--- src/rtl/accel_tilt_seq.sv ---
// accel_tilt_seq: sequences two CORDIC vectoring requests to turn one accelerometer
// sample into roll and pitch angles.
//
//   roll  = atan2(ay, az)                  (request 1: x = az, y = ay)
//   pitch = atan2(-ax, |(ay, az)| / gain)  (request 2: x = compensated magnitude, y = -ax)
//
// Ports
//   clk, rst                  single rising-edge clock, asynchronous active-high reset
//   sample_valid, ax/ay/az    one-cycle strobe with signed 16-bit accelerometer axes
//   crd_start, crd_x, crd_y   request pulse and signed 24-bit operands to the CORDIC
//   crd_done, crd_angle,
//   crd_magnitude             CORDIC result handshake (done may be a level or a pulse)
//   roll, pitch, tilt_valid   signed 24-bit results, updated together with a one-cycle pulse
//   busy                      high whenever the sequencer is not idle
//   overrun, timeout_err      sticky error flags, cleared only by reset

module accel_tilt_seq #(
    parameter int unsigned TIMEOUT_CYC = 255,
    parameter int unsigned MAG_COMP    = 1
) (
    input  logic               clk,
    input  logic               rst,
    input  logic               sample_valid,
    input  logic signed [15:0] ax,
    input  logic signed [15:0] ay,
    input  logic signed [15:0] az,
    output logic               crd_start,
    output logic signed [23:0] crd_x,
    output logic signed [23:0] crd_y,
    input  logic               crd_done,
    input  logic signed [23:0] crd_angle,
    input  logic signed [23:0] crd_magnitude,
    output logic signed [23:0] roll,
    output logic signed [23:0] pitch,
    output logic               tilt_valid,
    output logic               busy,
    output logic               overrun,
    output logic               timeout_err
);

    // Counter only has to reach TIMEOUT_CYC-1 (one count per wait cycle).
    localparam int unsigned CntW = (TIMEOUT_CYC < 2) ? 1 : $clog2(TIMEOUT_CYC);
    localparam logic [CntW-1:0] CntLast = CntW'(TIMEOUT_CYC - 1);

    typedef enum logic [2:0] {
        StIdle,
        StRollReq,
        StRollWait,
        StPitchReq,
        StPitchWait,
        StDone
    } state_e;

    state_e             state_q, state_d;
    logic signed [15:0] ax_q, ax_d;
    logic signed [23:0] crd_x_q, crd_x_d;
    logic signed [23:0] crd_y_q, crd_y_d;
    logic signed [23:0] roll_tmp_q, roll_tmp_d;
    logic signed [23:0] pitch_tmp_q, pitch_tmp_d;
    logic signed [23:0] roll_q, roll_d;
    logic signed [23:0] pitch_q, pitch_d;
    logic               tilt_valid_q, tilt_valid_d;
    logic               overrun_q, overrun_d;
    logic               timeout_err_q, timeout_err_d;
    logic [CntW-1:0]    wait_cnt_q, wait_cnt_d;

    logic               wait_accept;
    logic               wait_expired;

    // Removes the ~1.647 CORDIC gain: 1/2 + 1/8 - 1/64 - 1/512 ~= 0.6074.
    // Each term is floored on its own by the arithmetic shift.
    function automatic logic signed [23:0] mag_comp(input logic signed [23:0] m);
        if (MAG_COMP != 0) begin
            return (m >>> 1) + (m >>> 3) - (m >>> 6) - (m >>> 9);
        end
        return m;
    endfunction

    // The first wait cycle may still see the done level of the previous operation,
    // so a done is only accepted once the counter has moved off zero.
    assign wait_accept  = crd_done && (wait_cnt_q != '0);
    assign wait_expired = !wait_accept && (wait_cnt_q == CntLast);

    always_comb begin
        state_d       = state_q;
        ax_d          = ax_q;
        crd_x_d       = crd_x_q;
        crd_y_d       = crd_y_q;
        roll_tmp_d    = roll_tmp_q;
        pitch_tmp_d   = pitch_tmp_q;
        roll_d        = roll_q;
        pitch_d       = pitch_q;
        tilt_valid_d  = 1'b0;
        overrun_d     = overrun_q;
        timeout_err_d = timeout_err_q;
        wait_cnt_d    = wait_cnt_q;
        crd_start     = 1'b0;

        // Any strobe outside idle (including the DONE cycle) is dropped.
        if (sample_valid && (state_q != StIdle)) begin
            overrun_d = 1'b1;
        end

        unique case (state_q)
            StIdle: begin
                if (sample_valid) begin
                    ax_d    = ax;
                    crd_x_d = {{8{az[15]}}, az};
                    crd_y_d = {{8{ay[15]}}, ay};
                    state_d = StRollReq;
                end
            end
            StRollReq: begin
                crd_start  = 1'b1;
                wait_cnt_d = '0;
                state_d    = StRollWait;
            end
            StRollWait: begin
                if (wait_accept) begin
                    roll_tmp_d = crd_angle;
                    // crd_x doubles as the compensated-magnitude temporary.
                    crd_x_d    = mag_comp(crd_magnitude);
                    // 24-bit negate, so ax = -32768 yields +32768 without overflow.
                    crd_y_d    = 24'sd0 - {{8{ax_q[15]}}, ax_q};
                    state_d    = StPitchReq;
                end else if (wait_expired) begin
                    timeout_err_d = 1'b1;
                    state_d       = StIdle;
                end else begin
                    wait_cnt_d = wait_cnt_q + CntW'(1);
                end
            end
            StPitchReq: begin
                crd_start  = 1'b1;
                wait_cnt_d = '0;
                state_d    = StPitchWait;
            end
            StPitchWait: begin
                if (wait_accept) begin
                    pitch_tmp_d = crd_angle;
                    state_d     = StDone;
                end else if (wait_expired) begin
                    timeout_err_d = 1'b1;
                    state_d       = StIdle;
                end else begin
                    wait_cnt_d = wait_cnt_q + CntW'(1);
                end
            end
            StDone: begin
                // Both angles move to the outputs together; the pulse lands with them.
                roll_d       = roll_tmp_q;
                pitch_d      = pitch_tmp_q;
                tilt_valid_d = 1'b1;
                state_d      = StIdle;
            end
            default: begin
                state_d = StIdle;
            end
        endcase
    end

    always_ff @(posedge clk or posedge rst) begin
        if (rst) begin
            state_q       <= StIdle;
            ax_q          <= '0;
            crd_x_q       <= '0;
            crd_y_q       <= '0;
            roll_tmp_q    <= '0;
            pitch_tmp_q   <= '0;
            roll_q        <= '0;
            pitch_q       <= '0;
            tilt_valid_q  <= 1'b0;
            overrun_q     <= 1'b0;
            timeout_err_q <= 1'b0;
            wait_cnt_q    <= '0;
        end else begin
            state_q       <= state_d;
            ax_q          <= ax_d;
            crd_x_q       <= crd_x_d;
            crd_y_q       <= crd_y_d;
            roll_tmp_q    <= roll_tmp_d;
            pitch_tmp_q   <= pitch_tmp_d;
            roll_q        <= roll_d;
            pitch_q       <= pitch_d;
            tilt_valid_q  <= tilt_valid_d;
            overrun_q     <= overrun_d;
            timeout_err_q <= timeout_err_d;
            wait_cnt_q    <= wait_cnt_d;
        end
    end

    assign busy        = (state_q != StIdle);
    assign crd_x       = crd_x_q;
    assign crd_y       = crd_y_q;
    assign roll        = roll_q;
    assign pitch       = pitch_q;
    assign tilt_valid  = tilt_valid_q;
    assign overrun     = overrun_q;
    assign timeout_err = timeout_err_q;

endmodule

--- config.mk ---
export PLATFORM = sky130hd
export DESIGN_NAME = accel_tilt_seq
export DESIGN_NICKNAME = d
export VERILOG_FILES = /design/src/rtl/accel_tilt_seq.sv
export SDC_FILE = /design/constraint.sdc
export NUM_CORES = 1
export LEC_CHECK = 0
export ABC_CLOCK_PERIOD_IN_PS = 6300
export CORE_MARGIN = 3
export CORE_UTILIZATION = 35
export DETAILED_ROUTE_END_ITERATION = 7
export DONT_BUFFER_PORTS = 1
export HOLD_SLACK_MARGIN = 0.06
export PLACE_DENSITY = 0.57
export SLEW_MARGIN = 40
export SYNTH_ARGS = -nofsm -noshare
export SYNTH_HDL_FRONTEND = slang
export SYNTH_SLANG_ARGS = --single-unit
export TNS_END_PERCENT = 100
--- constraint.sdc ---
create_clock -name clk -period 6.3 [get_ports clk]
set_input_delay 1.26 -clock clk [delete_from_list [all_inputs] [get_ports clk]]
set_output_delay 1.26 -clock clk [all_outputs]
set_load 0.05 [all_outputs]
# Yosys cells after proc, flatten, opt, wreduce, memory -nomap -nowiden
# Cells that the tools add are included.
dict set report word_totals {
  regBits 174
  latchBits 0
  mem_bits_rw 0
  romBits 0
  input_bits 100
  output_inout_bits 101
  elab_cells 64
  mem_count 0
}
dict set report classes {
  n_addsub 5
  n_mul 0
  div 0
  n_lt_le_gt_ge 0
  eq_ne 10
  shift 0
  mux 19
  bitwise 1
  reduce_logical 17
}
# op n
set ops {}
lappend ops {{24-bit two-way mux} 5}
lappend ops {{24-bit case mux with 2 select lines} 2}
lappend ops {{23-bit by 21-bit adder with 24-bit output} 1}
lappend ops {{24-bit by 15-bit subtractor with 24-bit output} 1}
lappend ops {{24-bit by 18-bit subtractor with 24-bit output} 1}
lappend ops {{1-bit by 16-bit subtractor with 17-bit output (first input constant)} 1}
lappend ops {{8-bit two-way mux} 2}
lappend ops {{8-bit case mux with 2 select lines} 1}
lappend ops {{3-bit case mux with 5 select lines} 1}
lappend ops {{3-bit two-way mux} 4}
lappend ops {{3-bit AND reduction} 3}
lappend ops {{8-bit by 1-bit adder with 8-bit output (second input constant)} 1}
lappend ops {{8-bit == test (second input constant)} 1}
lappend ops {{2-bit inequality test (second input constant)} 4}
lappend ops {{8-bit nonzero test} 1}
lappend ops {{3-bit by 2-bit == test with 1-bit output (second input constant)} 2}
lappend ops {{3-bit == test (second input constant)} 2}
lappend ops {{2-bit AND reduction} 3}
lappend ops {{1-bit two-way mux} 4}
lappend ops {{2-bit nonzero test} 2}
lappend ops {{2-bit OR reduction} 2}
lappend ops {{3-bit by 1-bit == test with 1-bit output (second input constant)} 1}
lappend ops {{1-bit logical AND} 3}
lappend ops {{3-bit logical NOT} 1}
lappend ops {{other kinds (3)} 3}

# Depth between registers and ports, before layout
# Gate-level depths: netlist of run 1.
dict set report depth {
  ltp_word 7
  ltp_mapped 14
}

# Worst setup path before layout of run 1
# OpenSTA, ideal clock, no wires.
dict set report synth_path {
  path_type {input -> register}
  from {in crd_magnitude[6]}
  to {reg crd_x_q[22] (netlist: crd_x[22])}
  setup_ps 137
  arrival_time_ps 4290
  t_required_ps 6163
  slack_ps 1873
  cell_stages 14
  n_path_buf 0
  path_cell_list {inv_1 -> fa_1 -> inv_1 -> fa_1 -> inv_1 -> ha_1 -> fa_1 -> a21o_1 -> a221oi_2 -> o221a_2 -> o21ai_1 -> a41oi_2 -> xnor2_1 -> a21oi_1}
}
dict set report synth_between {
  elab_chain_cells 6
}
# item line_no
set synth_rtl {}
lappend synth_rtl {{start: declaration} 32} ;# input logic signed [23:0] crd_magnitude,
lappend synth_rtl {{23-bit by 21-bit adder with 24-bit output} 74} ;# return (m >>> 1) + (m >>> 3) - (m >>> 6) - (m >>> 9);
lappend synth_rtl {{24-bit by 18-bit subtractor with 24-bit output *} 74}
lappend synth_rtl {{24-bit by 15-bit subtractor with 24-bit output *} 74}
lappend synth_rtl {{24-bit two-way mux *} 76} ;# return m;
lappend synth_rtl {{24-bit two-way mux *} 119} ;# if (wait_accept) begin
lappend synth_rtl {{24-bit case mux with 2 select lines *} 104} ;# unique case (state_q)
lappend synth_rtl {{end signal: assignment} 179} ;# crd_x_q <= crd_x_d;
lappend synth_rtl {{end: declaration} 56} ;# logic signed [23:0] crd_x_q, crd_x_d;
# Mark *: on every way between the ends. The rest lies on a longest branch, timed or not. The select of a mux whose other input is x is not followed.
# A chain may end at the register's enable or synchronous reset.

# Worst setup path in the final report of run 1
dict set report layout_path {
  from {in crd_magnitude[6]}
  to {reg crd_x_q[18] (netlist: crd_x[18])}
}
# Same word-level chain as after synthesis.

==> impl_metrics.py, run 1 <==
metrics = {
    "outcome": {
        "status": "finished, final reports clean",
    },
    "clock_network": {
        "ctsHoldBuffers": 0,
        "cts_sinks": 167,
        "cts_resized": 0,
        "cts_buffers": 17,
        "root_buffer": "clkbuf_16",
        "cts_max_path_buffers": 2,
        "clk-insertion-delay-late_ns": 0.43,
        "cts_tree": "done",
        "clk_pin_slew_ns": 0.08,
        "post_cts_buffers": 0,
        "h-tree-depth": 4,
    },
    "detailed_routing": {
        "drtIter0Drc": 300,
        "via_per_inst": 5.03,
        "route.detailed.drc": 0,
        "wl_per_cell_um": 17.4,
        "routed-via-count": 6047,
        "wirelength_mm": 21.0,
        "ant_nets": 0,
        "firstDrtPassIters": 4,
    },
    "hold_path": {
        "min_to": "roll_tmp_q[13]$_DFFE_PP0P_",
        "hp-start": "roll_tmp_q[13]$_DFFE_PP0P_",
        "min_path_type": "flop to flop",
        "whs_path_depth": 2,
    },
    "pwr": {
        "finalPower_uw": 5640,
        "p_per_area_mw_per_mm2": 558,
        "peakVddDrop_v": 0.000427,
        "leakage_uw": 0.00476,
    },
    "synthesis": {
        "yosysSeqAreaShare_pct": 45.7,
        "syn_nets": 1044,
        "avgSynthCellArea_um2": 10.5,
        "synth_top_cell_by_area": "dfrtp_1",
        "yosys_warnings": 0,
        "synth_edf_count": 0,
        "async_reset_ff_share_pct": 100,
        "synthFlopType": "dfrtp_1",
        "synth.distinct_cells": 63,
        "syn-cell-area_mm2": 0.00915,
        "synth_top_area_share_pct": 45.7,
        "synth_cells": 875,
        "synthTopCellsByCount": "dfrtp_1, nand2_1, inv_1",
        "synthTopCellsByArea": "dfrtp_1, mux2_2, fa_1",
        "synth.most_common_cell": "dfrtp_1",
        "yosys_register_bits": 167,
    },
    "global_route": {
        "gr-total-overflow": 0,
        "grt_first_pass_wirelength_mm": 34.3,
        "grt_max_degree": 71,
        "grt.total_usage_pct": 15.3,
        "grt_antenna_before_repair": 3,
        "grt_pass1_vias": 6158,
    },
    "worst_setup_path": {
        "cp_slowest_cell": "fa_1",
        "r2r_slack_ns": 3.16,
        "cp_slowest_stage_delay_ns": 0.51,
        "crit_path_max_fanout": 4,
        "rr_worst_depth": 5,
        "critPathKind": "primary input to flop",
        "cp_cell_sequence": "inv_1 -> fa_1 -> inv_1 -> fa_1 -> inv_1 -> ha_1 -> fa_1 -> a21o_1 -> a221oi_2 -> o221a_2 -> o21ai_1 -> a21oi_1 -> xor2_1 -> a21oi_1",
        "arrival_ns": 4.61,
        "end_kind": "flop",
        "crit_required_ns": 6.58,
        "start_kind": "primary input",
        "r2r-start": "state_q[1]$_DFFE_PP0P_",
        "r2r-end": "crd_x[2]$_DFFE_PP0P_",
    },
    "die": {
        "row_count": 58,
        "die_y_um": 168,
        "ios": 201,
        "die_w_um": 168,
        "dieArea_mm2": 0.0281,
        "core_region_area_mm2": 0.0255,
        "start_util_pct": 35.9,
    },
    "timing": {
        "post-route-period-util_pct": 68.6,
        "hold_slack_ns": 0.473,
        "slew_headroom_pct": 49.1,
        "tightest_slew_ns": 0.763,
        "period_minus_slack_ns": 4.32,
        "setup_violations": 0,
        "clock.fmax_mhz": 231,
        "fin_setup_tns_ns": 0,
        "fin_skew_ns": 0.0134,
        "drv_slew": 0,
        "rsz0062_at_grt": "no",
        "hold_viol_final": 0,
    },
    "layout": {
        "fin_util_pct": 39.6,
        "layout.area.seq_mm2": 0.00418,
        "area_growth_pct": 10.3,
        "fin_nets": 1029,
        "diodes": 0,
        "fillCellCount": 2449,
        "multi_input_area_mm2": 0.00447,
        "drive_gt1_share_pct": 15.3,
    },
    "placement": {
        "globalplace.congestion": 0.798,
        "port_buffers": 0,
        "dp_hpwl_mm": 15.4,
    },
    "flow_run": {
        "cap_violations": 0,
    },
}
==> final cells by class <==
class / count / share of cell area, %
inverter: 79 / 2.99
clock inverter: 15 / 2.09
timing repair buffer: 7 / 0.880
tap: 330 / 4.09
clock buffer: 17 / 4.21
sequential: 167 / 41.4
multi-input combinational: 588 / 44.3
==> sequential cells by signal (all words and copies together) (netlist names) <==
name and count:
roll 24, crd_y 17, pitch_tmp_q 24, crd_x 24, tilt_valid 1, roll_tmp_q 24, overrun 1, ax_q 16
timeout_err 1, pitch 24, wait_cnt_q 8, state_q 3
==> where the power goes <==
part	leakage, uW	switching (uW)	internal, uW
Combinational	0.00238	973	723
Clock	0.000306	551	557
Sequential	0.00208	1310	1530
==> cell usage in the layout (no fill, tap or decap), drive strengths merged, types with 2 or more instances in the layout <==
master / n
mux2: 88
a211oi: 2
a21oi: 54
o22ai: 2
or3: 9
nand2b: 3
o21bai: 2
nor2: 69
fa: 37
clkbuf: 17
dfrtp: 167
xnor2: 18
nor3b: 4
o21ai: 26
mux2i: 2
o21a: 3
clkinv: 6
o211ai: 4
and3: 6
o31ai: 6
inv: 88
ha: 32
nand2: 129
nor2b: 2
nand4: 3
nand3: 16
xor2: 15
and2: 3
a21o: 9
nor3: 4
a31oi: 17
or4: 3
o41ai: 2
nand3b: 2
buf: 7
==> kinds of logic (layout without fill, tap and decap cells) <==
| group | Yosys count | count (layout) | share of synthesized area, % |
|---|---|---|---|
| compound gates | 137 | 137 | 9.16 |
| xor+xnor | 33 | 33 | 3.16 |
| fa+ha+maj | 69 | 69 | 12.5 |
| buf+inv | 120 | 118 | 5.72 |
| flops | 167 | 167 | 45.7 |
| mux | 90 | 90 | 11.0 |
| simple gates | 259 | 259 | 12.8 |
==> worst max-delay path by stage <==
stage	startpoint	to	slack [ns]	cells past startpoint
floorplan	rst	ax_q[0]$_DFFE_PP0P_	0.52	1
global placement	crd_magnitude[6]	crd_x[18]$_DFFE_PP0P_	1.54	14
detailed placement	crd_magnitude[6]	crd_x[18]$_DFFE_PP0P_	1.50	14
CTS	crd_magnitude[6]	crd_x[18]$_DFFE_PP0P_	1.97	14
global route	crd_magnitude[6]	crd_x[18]$_DFFE_PP0P_	1.70	14
finish	crd_magnitude[6]	crd_x[18]$_DFFE_PP0P_	1.98	14
==> through the flow <==
stage	area, um2	cells	setup WS, ns
floorplan	9150	875	0.522
global placement	9390	1169	1.54
detailed placement	9440	1170	1.50
CTS	10100	1202	1.97
global route	10100	1203	1.70
finish	10100	1203	1.98
==> worst max-delay path: cells and delay by family <==
family	cells	cell delay, ns
buffers and inverters	3	0.18
adders and majority gates	4	1.61
AOI/OAI and AO/OA	6	1.37
xor gates and xnor gates	1	0.19
==> layer usage <==
metal | part of all wire (%) | routed length (um) | up-vias | GRT usage, %
li1 | - | - | 2899 | -
met1 | 44 | 9150 | 2949 | 19.7
met2 | 46 | 9730 | 173 | 24.3
met3 | 8.7 | 1830 | 20 | 6.09
met4 | 1.0 | 216 | 6 | 3.70
met5 | 0.20 | 41 | - | 0
(Power assumes the default switching activity.)
==> inputs of run 2 (changes only) <==
- ABC_CLOCK_PERIOD_IN_PS: 6300 -> 3600
- PLACE_DENSITY: 0.57 -> 0.59
- clock period: 6.3 -> 3.6 ns (I/O delays scaled with it)
==> run 2 against run 1 <==
Compared with the run above: cell area is 2.9% higher; global-route usage grew 0.75 points; clock-buffer cell count stayed put; via count grew 3.1%; non-clock buffer count rose by 37; register-to-register slack worse by 2.3 ns; power grew 80%; largest power group unchanged.
==> impl_metrics.py, run 2 (synthesized netlist as in run 1, its figures left out) <==
metrics = {
    "hold_path": {
        "min_path_type": "primary input to flop",
    },
    "global_route": {
        "met1_usage_pct": 20.0,
        "gr-total-overflow": 0,
        "gr-usage-met2_pct": 26.9,
        "grt_max_degree": 106,
        "grt_pass1_vias": 6615,
        "grt_antenna_before_repair": 1,
        "gr-usage-met3_pct": 5.74,
        "grt_first_pass_wirelength_mm": 36.2,
        "grt.total_usage_pct": 16.0,
        "busiest_layer": "met2",
    },
    "detailed_routing": {
        "drtIter0Drc": 288,
        "ant_nets": 0,
        "via_per_inst": 5.03,
        "wl_per_cell_um": 17.6,
        "routed-via-count": 6233,
        "wirelength_mm": 21.8,
        "firstDrtPassIters": 6,
        "route.detailed.drc": 0,
    },
    "placement": {
        "port_buffers": 0,
        "globalplace.congestion": 0.821,
        "dpl_cell_area_mm2": 0.00974,
        "pre_cts_ws_ns": -0.300,
        "dp_hpwl_mm": 16.2,
    },
    "timing": {
        "rsz0062_at_grt": "no",
        "setup_violations": 0,
        "worst_slack_ns": 0.151,
        "drv_slew": 0,
        "fin_setup_tns_ns": 0,
        "clock.fmax_mhz": 290,
        "tightest_slew_ns": 0.732,
        "post-route-period-util_pct": 95.8,
        "hold_slack_ns": 0.389,
        "period_minus_slack_ns": 3.45,
        "hold_viol_final": 0,
        "slew_headroom_pct": 51.2,
        "fin_skew_ns": 0.0111,
    },
    "clock_network": {
        "h-tree-depth": 4,
        "clk-insertion-delay-late_ns": 0.43,
        "cts_tree": "done",
        "cts_max_path_buffers": 2,
        "cts_buffers": 17,
        "root_buffer": "clkbuf_16",
        "clk_pin_slew_ns": 0.08,
        "post_cts_buffers": 0,
        "cts_sinks": 167,
    },
    "pwr": {
        "leakage_uw": 0.00494,
        "peakVddDrop_v": 0.000435,
        "p_per_area_mw_per_mm2": 975,
        "finalPower_uw": 10100,
    },
    "worst_setup_path": {
        "start_kind": "primary input",
        "arrival_ns": 3.74,
        "crit_path_max_fanout": 4,
        "crit_required_ns": 3.89,
        "critPathKind": "primary input to flop",
        "end_kind": "flop",
    },
    "die": {
        "start_util_pct": 35.9,
        "row_count": 58,
        "core_region_area_mm2": 0.0255,
        "dieArea_mm2": 0.0281,
        "die_y_um": 168,
        "die_w_um": 168,
        "ios": 201,
    },
    "layout": {
        "layout_common_cells": "dfrtp_1, nand2_1, inv_1",
        "fin_area_mm2": 0.0104,
        "area_growth_pct": 13.6,
        "diodes": 0,
        "final_common_cell": "dfrtp_1",
        "drive_gt1_share_pct": 19.2,
        "fin_nets": 1066,
    },
    "flow_run": {
        "cap_violations": 0,
    },
    "outcome": {
        "status": "finished, final reports clean",
    },
}
==> run 2: path summary, 6_finish.rpt <==
path                       cells past startpoint                    endpoint                       start  slack, ns
min in group asynchronous                      2         roll[2]$_DFFE_PP0P_                         rst       0.67
min                                            2  roll_tmp_q[15]$_DFFE_PP0P_               crd_angle[15]       0.39
max in group asynchronous                      3         ax_q[0]$_DFFE_PP0P_                         rst       2.15
max                                           15       crd_x[18]$_DFFE_PP0P_            crd_magnitude[6]       0.15
min reg2reg                                    2  roll_tmp_q[11]$_DFFE_PP0P_  roll_tmp_q[11]$_DFFE_PP0P_       0.47
max reg2reg                                    7       crd_y[15]$_DFFE_PP0P_      state_q[0]$_DFFE_PP0P_       0.86
==> run 2: layout make-up <==
type	count	area, um2
clock buffer	17	425
clock inverter	15	211
multi-input combinational	588	4480
tap	330	413
timing repair buffer	44	378
sequential	167	4180
fill	2467	15100
inverter	79	300
==> run 2: worst max-delay path, stage by stage <==
cell and delay (ns):
inv_1 0.05, fa_1 0.50, inv_1 0.05, fa_1 0.47
inv_1 0.05, ha_2 0.18, fa_2 0.37, a21o_1 0.19
a221oi_2 0.21, buf_4 0.17, o221a_2 0.26, o21ai_2 0.11
a21oi_2 0.14, xor2_1 0.18, a21oi_1 0.08
==> run 2: metrics by stage <==
| stage | utilization, % | instances |
|---|---|---|
| after floorplan | - | 875 |
| after global placement | 38.1 | 1206 |
| after detailed placement | 38.2 | 1207 |
| after CTS | 40.8 | 1240 |
| after global routing | 40.8 | 1240 |
| final | 40.8 | 1240 |
==> run 2: report_power, final <==
| part | switching, uW | internal, uW |
|---|---|---|
| Combinational | 1820 | 1430 |
| Clock | 968 | 974 |
| Sequential | 2270 | 2670 |
| Total | 5060 | 5080 |
==> run 2: layer usage <==
metal | part of all wire (%) | vias to the layer above
li1 | - | 2968
met2 | 48 | 168
met1 | 43 | 3081
met3 | 7.9 | 14
met5 | 0.060 | -
met4 | 0.80 | 2
==> run 2: timing repair <==
action,in CTS,in global routing
hold buffers,1,0
setup endpoints to repair,0,2
resized for setup,0,1
hold endpoints to repair,2,0
==> inputs of run 3 (changes only) <==
- MAX_ROUTING_LAYER: not set -> met4
==> run 3 against run 2 <==
Compared with the run above: clock power about the same; wire length barely moved; cell count did not move; first-iteration DRC count is 4.5% lower; register-to-register slack hardly changed; via count hardly changed; power stayed put; largest cell class unchanged; largest power group unchanged.
==> impl_metrics.py, run 3 (synthesized netlist as in run 1, its figures left out) <==
metrics = {
    "layout": {
        "fin_nets": 1066,
        "fin_util_pct": 40.8,
        "area_growth_pct": 13.6,
        "drive_gt1_share_pct": 19.2,
        "final_common_cell": "dfrtp_1",
        "diodes": 0,
        "layout_common_cells": "dfrtp_1, nand2_1, inv_1",
    },
    "pwr": {
        "peakVddDrop_v": 0.000436,
        "finalPower_uw": 10100,
        "p_per_area_mw_per_mm2": 975,
        "leakage_uw": 0.00494,
    },
    "placement": {
        "port_buffers": 0,
        "dp_hpwl_mm": 16.2,
        "globalplace.congestion": 0.833,
    },
    "worst_setup_path": {
        "r2r_slack_ns": 0.85,
        "start_kind": "primary input",
        "crit_start": "crd_magnitude[6]",
        "critPathKind": "primary input to flop",
        "crit_path_max_fanout": 4,
        "r2r-end": "crd_y[15]$_DFFE_PP0P_",
        "arrival_ns": 3.74,
        "rr_worst_depth": 7,
        "r2r-start": "state_q[0]$_DFFE_PP0P_",
        "crit_required_ns": 3.88,
        "worstSetupEndpoint": "crd_x[18]$_DFFE_PP0P_",
        "end_kind": "flop",
    },
    "timing": {
        "fin_skew_ns": 0.0130,
        "rsz0062_at_grt": "no",
        "hold_slack_ns": 0.386,
        "post-route-period-util_pct": 95.9,
        "drv_slew": 0,
        "clock.fmax_mhz": 290,
        "hold_viol_final": 0,
        "setup_violations": 0,
        "tightest_slew_ns": 0.728,
        "slew_headroom_pct": 51.4,
        "period_minus_slack_ns": 3.45,
    },
    "die": {
        "core_region_area_mm2": 0.0255,
        "start_util_pct": 35.9,
        "ios": 201,
        "dieArea_mm2": 0.0281,
        "row_count": 58,
        "die_y_um": 168,
        "die_w_um": 168,
    },
    "hold_path": {
        "min_path_type": "primary input to flop",
        "hp-start": "crd_angle[15]",
    },
    "detailed_routing": {
        "wirelength_mm": 21.8,
        "wl_per_cell_um": 17.6,
        "ant_nets": 0,
        "route.detailed.drc": 0,
        "firstDrtPassIters": 6,
        "via_per_inst": 5.03,
        "drtIter0Drc": 275,
        "routed-via-count": 6236,
    },
    "clock_network": {
        "cts_buffers": 17,
        "clk-insertion-delay-late_ns": 0.43,
        "clk_pin_slew_ns": 0.09,
        "h-tree-depth": 4,
        "root_buffer": "clkbuf_16",
        "post_cts_buffers": 0,
        "cts_tree": "done",
        "cts_sinks": 167,
        "cts_max_path_buffers": 2,
    },
    "flow_run": {
        "cap_violations": 0,
    },
    "outcome": {
        "status": "finished, final reports clean",
    },
    "global_route": {
        "grt_antenna_before_repair": 0,
        "grt_pass1_vias": 6630,
        "grt.total_usage_pct": 16.5,
        "gr-total-overflow": 0,
        "grt_max_degree": 106,
        "grt_first_pass_wirelength_mm": 36.1,
    },
}
[run 3: cell counts in the layout (fill, tap and decap cells not counted)]
No cell type changed its count.
[run 3: critical path, cell delays in order]
cell and delay, ns:
inv_1 0.05, fa_1 0.50, inv_1 0.05, fa_1 0.47, inv_1 0.05, ha_2 0.18
fa_2 0.37, a21o_1 0.19, a221oi_2 0.21, buf_4 0.17, o221a_2 0.26, o21ai_2 0.11
a21oi_2 0.14, xor2_1 0.18, a21oi_1 0.08
[run 3: what timing repair did]
action / CTS / global route
resized for setup: 0 / 1
hold buffers: 1 / 0
setup endpoints to repair: 0 / 2
hold endpoints to repair: 2 / 0
[run 3: power breakdown]
| group | total, uW | internal, uW | switching (uW) |
|---|---|---|---|
| clock network | 1950 | 975 | 971 |
| logic | 3250 | 1430 | 1820 |
| registers | 4940 | 2670 | 2260 |
| total | 10100 | 5080 | 5060 |
[run 3: worst min-delay path by stage]
stage / endpoint / slack [ns] / cells past startpoint
floorplan: roll_tmp_q[0]$_DFFE_PP0P_ / 0.44 / 2
finish: roll_tmp_q[15]$_DFFE_PP0P_ / 0.39 / 2
detailed placement: roll_tmp_q[11]$_DFFE_PP0P_ / 0.46 / 2
CTS: roll_tmp_q[15]$_DFFE_PP0P_ / 0.36 / 2
global route: roll_tmp_q[14]$_DFFE_PP0P_ / 0.37 / 2
global placement: roll_tmp_q[13]$_DFFE_PP0P_ / 0.45 / 2
[run 3: area by class of cell]
cell class	instances	area [um2]
flip-flops and latches	167	4180
well taps	330	413
clock buffers	17	425
repair buffers	44	378
multi-input cells	588	4480
inverters	79	300
fillers	2467	15100
clock inverters	15	211
[run 3: metrics by stage]
step,TNS [ns],instances,area [um2],setup WS [ns]
3_5_place_dp,-2.86,1207,9740,-0.300
3_3_place_gp,-2.74,1206,9710,-0.290
6_report,0,1240,10400,0.149
2_1_floorplan,-0.695,875,9170,-0.168
5_1_grt,0,1240,10400,0.00882
4_1_cts,0,1240,10400,0.162
[run 3: metal layers]
layer	global-route usage (%)	up-vias	wire length [um]
met2	26.9	158	10500
met3	5.17	13	1610
met4	3.45	0	180
li1	-	2968	-
met1	20.4	3097	9510
met5	-	-	0
